--- src/rtl/alu_issue_pkg.sv ---
// alu_issue_pkg
//   Shared definitions for the ALU issue unit: FSM state type, MIPS opcode /
//   funct constants, instruction field positions, flag bit indices and the
//   destination-register selection helper.
package alu_issue_pkg;

  typedef enum logic [1:0] {
    IDLE = 2'd0,
    EXEC = 2'd1,
    OUT  = 2'd2
  } state_e;

  localparam logic [5:0] OP_RTYPE   = 6'h00;
  localparam logic [5:0] FUNCT_ADDU = 6'h21;
  localparam logic [5:0] OP_ADDIU   = 6'h09;

  localparam int unsigned OPCODE_HI = 31;
  localparam int unsigned OPCODE_LO = 26;
  localparam int unsigned RS_HI     = 25;
  localparam int unsigned RS_LO     = 21;
  localparam int unsigned RT_HI     = 20;
  localparam int unsigned RT_LO     = 16;
  localparam int unsigned RD_HI     = 15;
  localparam int unsigned RD_LO     = 11;
  localparam int unsigned FUNCT_HI  = 5;
  localparam int unsigned FUNCT_LO  = 0;
  localparam int unsigned IMM_HI    = 15;
  localparam int unsigned IMM_LO    = 0;

  localparam int unsigned ZF = 2;
  localparam int unsigned NF = 1;
  localparam int unsigned VF = 0;

  // Destination is rd for R-type, rt otherwise; register 0 maps to regA,
  // any other number maps to regB. Returns 1 when regB is the target.
  function automatic logic dest_is_b(input logic [31:0] instr);
    logic [4:0] dst;
    if (instr[OPCODE_HI:OPCODE_LO] == OP_RTYPE) dst = instr[RD_HI:RD_LO];
    else                                        dst = instr[RT_HI:RT_LO];
    return (dst != 5'd0);
  endfunction

endpackage

--- src/rtl/alu_issue_fifo.sv ---
// alu_issue_fifo
//   Synchronous FIFO with occupancy count, used as the instruction buffer.
//   Ports:
//     clk, rst_n    rising-edge clock, asynchronous active-low reset
//     push, wr_data write side (ignored when full)
//     pop, rd_data  read side; rd_data is the current head (ignored when empty)
//     empty, full   status derived from the registered count
module alu_issue_fifo #(
  parameter int unsigned FIFO_DEPTH = 4,
  parameter int unsigned WIDTH      = 32
) (
  input  logic             clk,
  input  logic             rst_n,
  input  logic             push,
  input  logic [WIDTH-1:0] wr_data,
  input  logic             pop,
  output logic [WIDTH-1:0] rd_data,
  output logic             empty,
  output logic             full
);

  localparam int unsigned PTR_W = $clog2(FIFO_DEPTH);
  localparam int unsigned CNT_W = $clog2(FIFO_DEPTH + 1);
  localparam logic [CNT_W-1:0] DEPTH_CNT = CNT_W'(FIFO_DEPTH);

  logic [WIDTH-1:0] mem_q [FIFO_DEPTH];
  logic [PTR_W-1:0] wr_ptr_q, wr_ptr_d;
  logic [PTR_W-1:0] rd_ptr_q, rd_ptr_d;
  logic [CNT_W-1:0] count_q, count_d;
  logic             do_push, do_pop;

  always_comb begin
    do_push  = push && (count_q != DEPTH_CNT);
    do_pop   = pop && (count_q != '0);
    wr_ptr_d = wr_ptr_q;
    rd_ptr_d = rd_ptr_q;
    // Depth is a power of two, so pointers wrap naturally.
    if (do_push) wr_ptr_d = wr_ptr_q + PTR_W'(1);
    if (do_pop)  rd_ptr_d = rd_ptr_q + PTR_W'(1);
    count_d = count_q + CNT_W'(do_push) - CNT_W'(do_pop);
  end

  always_ff @(posedge clk or negedge rst_n) begin
    if (!rst_n) begin
      wr_ptr_q <= '0;
      rd_ptr_q <= '0;
      count_q  <= '0;
    end else begin
      wr_ptr_q <= wr_ptr_d;
      rd_ptr_q <= rd_ptr_d;
      count_q  <= count_d;
    end
  end

  // Storage needs no reset: the count alone defines which entries are valid.
  always_ff @(posedge clk) begin
    if (do_push) mem_q[wr_ptr_q] <= wr_data;
  end

  assign rd_data = mem_q[rd_ptr_q];
  assign empty   = (count_q == '0);
  assign full    = (count_q == DEPTH_CNT);

endmodule

--- src/rtl/alu_issue_unit.sv ---
// alu_issue_unit
//   Sequential driver for an external combinational MIPS ALU. Buffers
//   instruction words, issues them one at a time, writes each result back to
//   the two-entry operand file (regA/regB) and presents result + flags on an
//   output valid/ready stream.
//   Ports:
//     in_valid/in_ready/in_instr      instruction input stream
//     ld_en/ld_sel/ld_data            operand preload (only while not busy)
//     alu_instruction/alu_regA/B      to the ALU
//     alu_result/alu_flags            from the ALU ({zero, negative, overflow})
//     out_valid/out_ready/out_result/out_flags   result output stream
//     busy                            FSM not idle or buffer non-empty
module alu_issue_unit
  import alu_issue_pkg::*;
#(
  parameter int unsigned FIFO_DEPTH = 4,
  parameter logic [31:0] INIT_A     = 32'h0,
  parameter logic [31:0] INIT_B     = 32'h0
) (
  input  logic        clk,
  input  logic        rst_n,
  input  logic        in_valid,
  output logic        in_ready,
  input  logic [31:0] in_instr,
  input  logic        ld_en,
  input  logic        ld_sel,
  input  logic [31:0] ld_data,
  output logic [31:0] alu_instruction,
  output logic [31:0] alu_regA,
  output logic [31:0] alu_regB,
  input  logic [31:0] alu_result,
  input  logic [2:0]  alu_flags,
  output logic        out_valid,
  input  logic        out_ready,
  output logic [31:0] out_result,
  output logic [2:0]  out_flags,
  output logic        busy
);

  state_e      state_q, state_d;
  logic [31:0] instr_q, instr_d;
  logic [31:0] reg_a_q, reg_a_d;
  logic [31:0] reg_b_q, reg_b_d;
  logic        out_valid_q, out_valid_d;
  logic [31:0] out_result_q, out_result_d;
  logic [2:0]  out_flags_q, out_flags_d;

  logic        fifo_push, fifo_pop, fifo_empty, fifo_full;
  logic [31:0] fifo_head;

  alu_issue_fifo #(
    .FIFO_DEPTH(FIFO_DEPTH),
    .WIDTH     (32)
  ) u_fifo (
    .clk    (clk),
    .rst_n  (rst_n),
    .push   (fifo_push),
    .wr_data(in_instr),
    .pop    (fifo_pop),
    .rd_data(fifo_head),
    .empty  (fifo_empty),
    .full   (fifo_full)
  );

  assign in_ready  = !fifo_full;
  assign fifo_push = in_valid && in_ready;
  assign busy      = (state_q != IDLE) || !fifo_empty;

  always_comb begin
    state_d      = state_q;
    instr_d      = instr_q;
    reg_a_d      = reg_a_q;
    reg_b_d      = reg_b_q;
    out_valid_d  = out_valid_q;
    out_result_d = out_result_q;
    out_flags_d  = out_flags_q;
    fifo_pop     = 1'b0;

    // Preload and EXEC writeback never collide: busy is high throughout EXEC.
    if (ld_en && !busy) begin
      if (ld_sel) reg_b_d = ld_data;
      else        reg_a_d = ld_data;
    end

    unique case (state_q)
      IDLE: begin
        if (!fifo_empty) begin
          fifo_pop = 1'b1;
          instr_d  = fifo_head;
          state_d  = EXEC;
        end
      end
      EXEC: begin
        out_result_d = alu_result;
        out_flags_d  = alu_flags;
        out_valid_d  = 1'b1;
        if (dest_is_b(instr_q)) reg_b_d = alu_result;
        else                    reg_a_d = alu_result;
        state_d = OUT;
      end
      OUT: begin
        if (out_ready) begin
          out_valid_d = 1'b0;
          if (!fifo_empty) begin
            fifo_pop = 1'b1;
            instr_d  = fifo_head;
            state_d  = EXEC;
          end else begin
            state_d = IDLE;
          end
        end
      end
      default: state_d = IDLE;
    endcase
  end

  always_ff @(posedge clk or negedge rst_n) begin
    if (!rst_n) begin
      state_q      <= IDLE;
      instr_q      <= '0;
      reg_a_q      <= INIT_A;
      reg_b_q      <= INIT_B;
      out_valid_q  <= 1'b0;
      out_result_q <= '0;
      out_flags_q  <= '0;
    end else begin
      state_q      <= state_d;
      instr_q      <= instr_d;
      reg_a_q      <= reg_a_d;
      reg_b_q      <= reg_b_d;
      out_valid_q  <= out_valid_d;
      out_result_q <= out_result_d;
      out_flags_q  <= out_flags_d;
    end
  end

  assign alu_instruction = instr_q;
  assign alu_regA        = reg_a_q;
  assign alu_regB        = reg_b_q;
  assign out_valid       = out_valid_q;
  assign out_result      = out_result_q;
  assign out_flags       = out_flags_q;

endmodule

--- config.mk ---
export PLATFORM = sky130hd
export DESIGN_NAME = alu_issue_unit
export DESIGN_NICKNAME = d
export VERILOG_FILES = /design/src/rtl/alu_issue_pkg.sv /design/src/rtl/alu_issue_fifo.sv /design/src/rtl/alu_issue_unit.sv
export SDC_FILE = /design/constraint.sdc
export NUM_CORES = 1
export LEC_CHECK = 0
export CAP_MARGIN = 20
export CORE_AREA = 2 2 181 183
export CTS_CLUSTER_DIAMETER = 60
export DETAILED_ROUTE_END_ITERATION = 12
export DIE_AREA = 0 0 183 185
export PLACE_DENSITY = 0.69
export SYNTH_ARGS = -nofsm -noshare
export SYNTH_HDL_FRONTEND = slang
export SYNTH_HIERARCHICAL = 1
export SYNTH_SLANG_ARGS = --single-unit
--- constraint.sdc ---
create_clock -name clk -period 3.8 [get_ports clk]
set_input_delay 0.57 -clock clk [delete_from_list [all_inputs] [get_ports clk]]
set_output_delay 0.57 -clock clk [all_outputs]
set_load 0.02 [all_outputs]
==> summary.md <==
| Metric | Value |
|---|---|
| Worst setup SP type | flop |
| Avg Cell Area, Syn | 19.07 um2 |
| Max-cap violation count | 0 |
| H-tree depth | 1 |
| Worst slew pin tran | 0.8892 ns |
| Crit path DAT | between 2 and 2.5 ns |
| First-pass GRT wire length | 39.88 mm |
| Worst Path Required | 3.23 ns |
| Unrepaired setup endpoints after global routing | no |
| Setup Fix Bufs, Post-CTS | 0 |
| Synth cell types | 37 |
| Vias in the first global route | approximately 6,600 |
| Worst R2R Setup Slack | 1.27 ns |
| Final hold violation count | 0 |
| Crit path max-delay family | buffers and inverters |
| Headroom to the max-slew limit | 0.4072 |
| Async S/R FF share, synth | 0.5242 |
| Synth Area in XOR/XNOR | 0.003163 |
| Final Max Tran Viols | 0 |
| Crit path max-delay cell type | clkdlybuf4s50_1 |
| Initial DRT Pass Iterations | 6 |
| Setup crit end kind | output pin |
| Buffers on Ports | around 240 |
| Starting Density | 0.3457 |
| Latest clock arrival within the worst-skew pair | between 0.5 and 0.6 ns |
| Layout cell share with drive strength beyond 1 | 0.2462 |
| Critical Setup Path Class | flop to output pin |
| TritonCTS buffer count | 30 |
| Core box area | 32,040 um2 |
| Final HPWL DP | approximately 17 mm |
| Routability cong. | between 0.7 and 0.8 |
| Wire per inst | 20.25 um |
| CP cell instances | nor3_1 > buf_4 > nand2_1 > clkdlybuf4s50_1 |
| Grt total ovfl | 0 |
| Pwr Density | 886.2 nW/um2 |
| Leakage power total | 5.726 nW |
| Via density | 4.772 |
| CTS Buffer Depth | 3 |
| Clock Skew | 0.01532 ns |
| Total negative slack | 0 ns |
| Crit Path Max Fanout | 8 |
| Clock sink count | 269 |
| Hold-fix buffers, CTS | 0 |
| Cells after Synth | a little under 600 |
| Ys flop type | dfrtp_1 |
| Post-DRT Antenna Nets | 0 |
| Die area | 33,860 um2 |
| Status | complete, no violations |
| Initial antenna violation count | 0 |
| CP max stage delay | approximately 0.55 ns |
| Largest net degree at the start of global routing | 87 |
| Layout filler cell count | 2,795 |
| Synthesized-area fraction occupied by adder cells | 0.008585 |
| Vias | 6,075 |
| Min Tclk post-route | 2.660 ns |
| Commonest non-fill, non-tap cells in the layout | clkdlybuf4s50_1 (237), dfrtp_1 (139), edfxtp_1 (128), mux2_1 (94), mux2_2 (71) |
| Worst min-delay path class | input pin to asynchronous set/reset pin |
| EDFF count, synth | between 100 and 150 |
| Root buffer cell | clkbuf_16 |
| Horiz. Die Dim | ~180 um |
| Syn Std Cell Area | approximately 11,000 um2 |
| Yosys reg bits | 269 |
| DRC | 0 |
| Commonest non-fill, non-tap cell in the layout | clkdlybuf4s50_1 |
| Synth-to-Final Area Change | 35.28% |
| Max Freq | 0.3759 GHz |
| Synth Area in Compound Gates | 0.007681 |
| Max IR drop VDD | 489.5 uV |
| Sequential area share after synthesis | 0.6655 |
| Simple-gate share of the synthesized area | 0.01785 |
| Synth warn | 6 |
| Die Y | 185 um |
| Clk slew on worst S/H paths | about 0.06 ns |
| Diode count | 0 |
| All-Layer GR Usage | 0.1527 |
| Fin crit share | 0.7001 |
| Final count of negative-setup-slack endpoints | 0 |
| Mapped Nets | 693 |
| Post-CTS Resized | 0 |
| Nets | roughly 950 |
| Total power draw | 13.28 mW |
| DR iter-0 viols | 338 |
| DRT Wirelength | 25.78 mm |
| WP buf/inv | 2 |
| Post-synthesis mux area share | 0.2748 |
| Row count | 66 |
| Largest family of logic cells by synthesized area | multiplexers |
| Boundary Pins | 239 |
| CTS tree | done |
cell type report:
| cell class | count | area [um2] | share of cell area |
|---|---|---|---|
| Sequential cell | 269 | 7375 | 0.4921 |
| Multi-Input combinational cell | 276 | 3491 | 0.2330 |
| Timing Repair Buffer | 257 | 2539 | 0.1694 |
| Clock buffer | 36 | 803.3 | 0.05361 |
| Tap cell | 408 | 510.5 | 0.03407 |
| Clock inverter | 19 | 236.5 | 0.01578 |
| Inverter | 8 | 30.03 | 0.002004 |
metrics by stage:
step	cells	setup slack [ns]	hold slack [ns]	area, um2	utilization
CTS	1273	1.105	0.1429	14980	0.4677
detailed placement	1218	0.8768	0.4740	13940	0.4352
finish	1273	1.140	0.1153	14980	0.4677
global route	1273	1.008	0.1769	14980	0.4677
global placement	1218	0.9128	0.4691	13940	0.4352
floorplan	581	1.011	0.2744	11080	-
flip-flops by register name, summed over array words and instances, names as in the netlist:
signal and count:
alu_regB 32, out_valid 1, alu_regA 32, u_fifo/mem_q 128, alu_instruction 32, state_q 2
out_flags 3, u_fifo/wr_ptr_q 2, u_fifo/rd_ptr_q 2, out_result 32, u_fifo/count_q 3
where the power goes:
part / internal [mW] / switching (mW) / leakage [nW]
registers: 4.16 / 0.659 / 2.82
logic: 2.94 / 2.51 / 2.40
clock network: 1.80 / 1.21 / 0.514
total: 8.90 / 4.38 / 5.73
path summary, 6_finish.rpt:
kind,cells past startpoint,to,start
worst min-delay path,1,alu_regA[6]$_DFF_PN0_,rst_n
worst min register to register,1,alu_instruction[24]$_DFFE_PN0P_,alu_instruction[24]$_DFFE_PN0P_
min in group clk,1,alu_instruction[24]$_DFFE_PN0P_,alu_instruction[24]$_DFFE_PN0P_
worst max register to register,10,u_fifo/count_q[2]$_DFF_PN0_,u_fifo/count_q[2]$_DFF_PN0_
max in group asynchronous,2,alu_instruction[30]$_DFFE_PN0P_,rst_n
worst max-delay path,4,busy,u_fifo/count_q[1]$_DFF_PN0_
cells in the mapped netlist, drive strengths merged (2+ instances only):
library cell	number	area share
nand2b	5	0.0028
ha	6	0.0068
o21ai	2	0.00090
mux4	32	0.066
xnor2	4	0.0032
nand2	3	0.0010
nor4	2	0.0011
clkbuf	6	0.0020
dfrtp	141	0.32
and4b	2	0.0018
and3b	4	0.0032
nand4bb	2	0.0020
buf	22	0.018
o211ai	2	0.0014
inv	8	0.0027
nor3	2	0.0014
mux2	195	0.21
nor2	3	0.0010
a211oi	3	0.0025
edfxtp	128	0.35
routing by layer:
layer  part of all wire  routed length, um  GRT usage  up-vias
met5                  0                  0          0        -
met4              0.017                451    0.03040        0
met3              0.083               2140    0.04974       35
met2               0.47              12240     0.2605      212
met1               0.42              10940     0.1910     3061
li1                   -                  -          -     2767
cells by family after synthesis:
group	count (synthesis)
DFF	269
adders and majority gates	7
and+or+nand+nor	27
xor gates and xnor gates	4
buffers and inverters	36
AOI/OAI and AO/OA	11
muxes	227
Note: power is estimated with default switching activity, not from simulation.
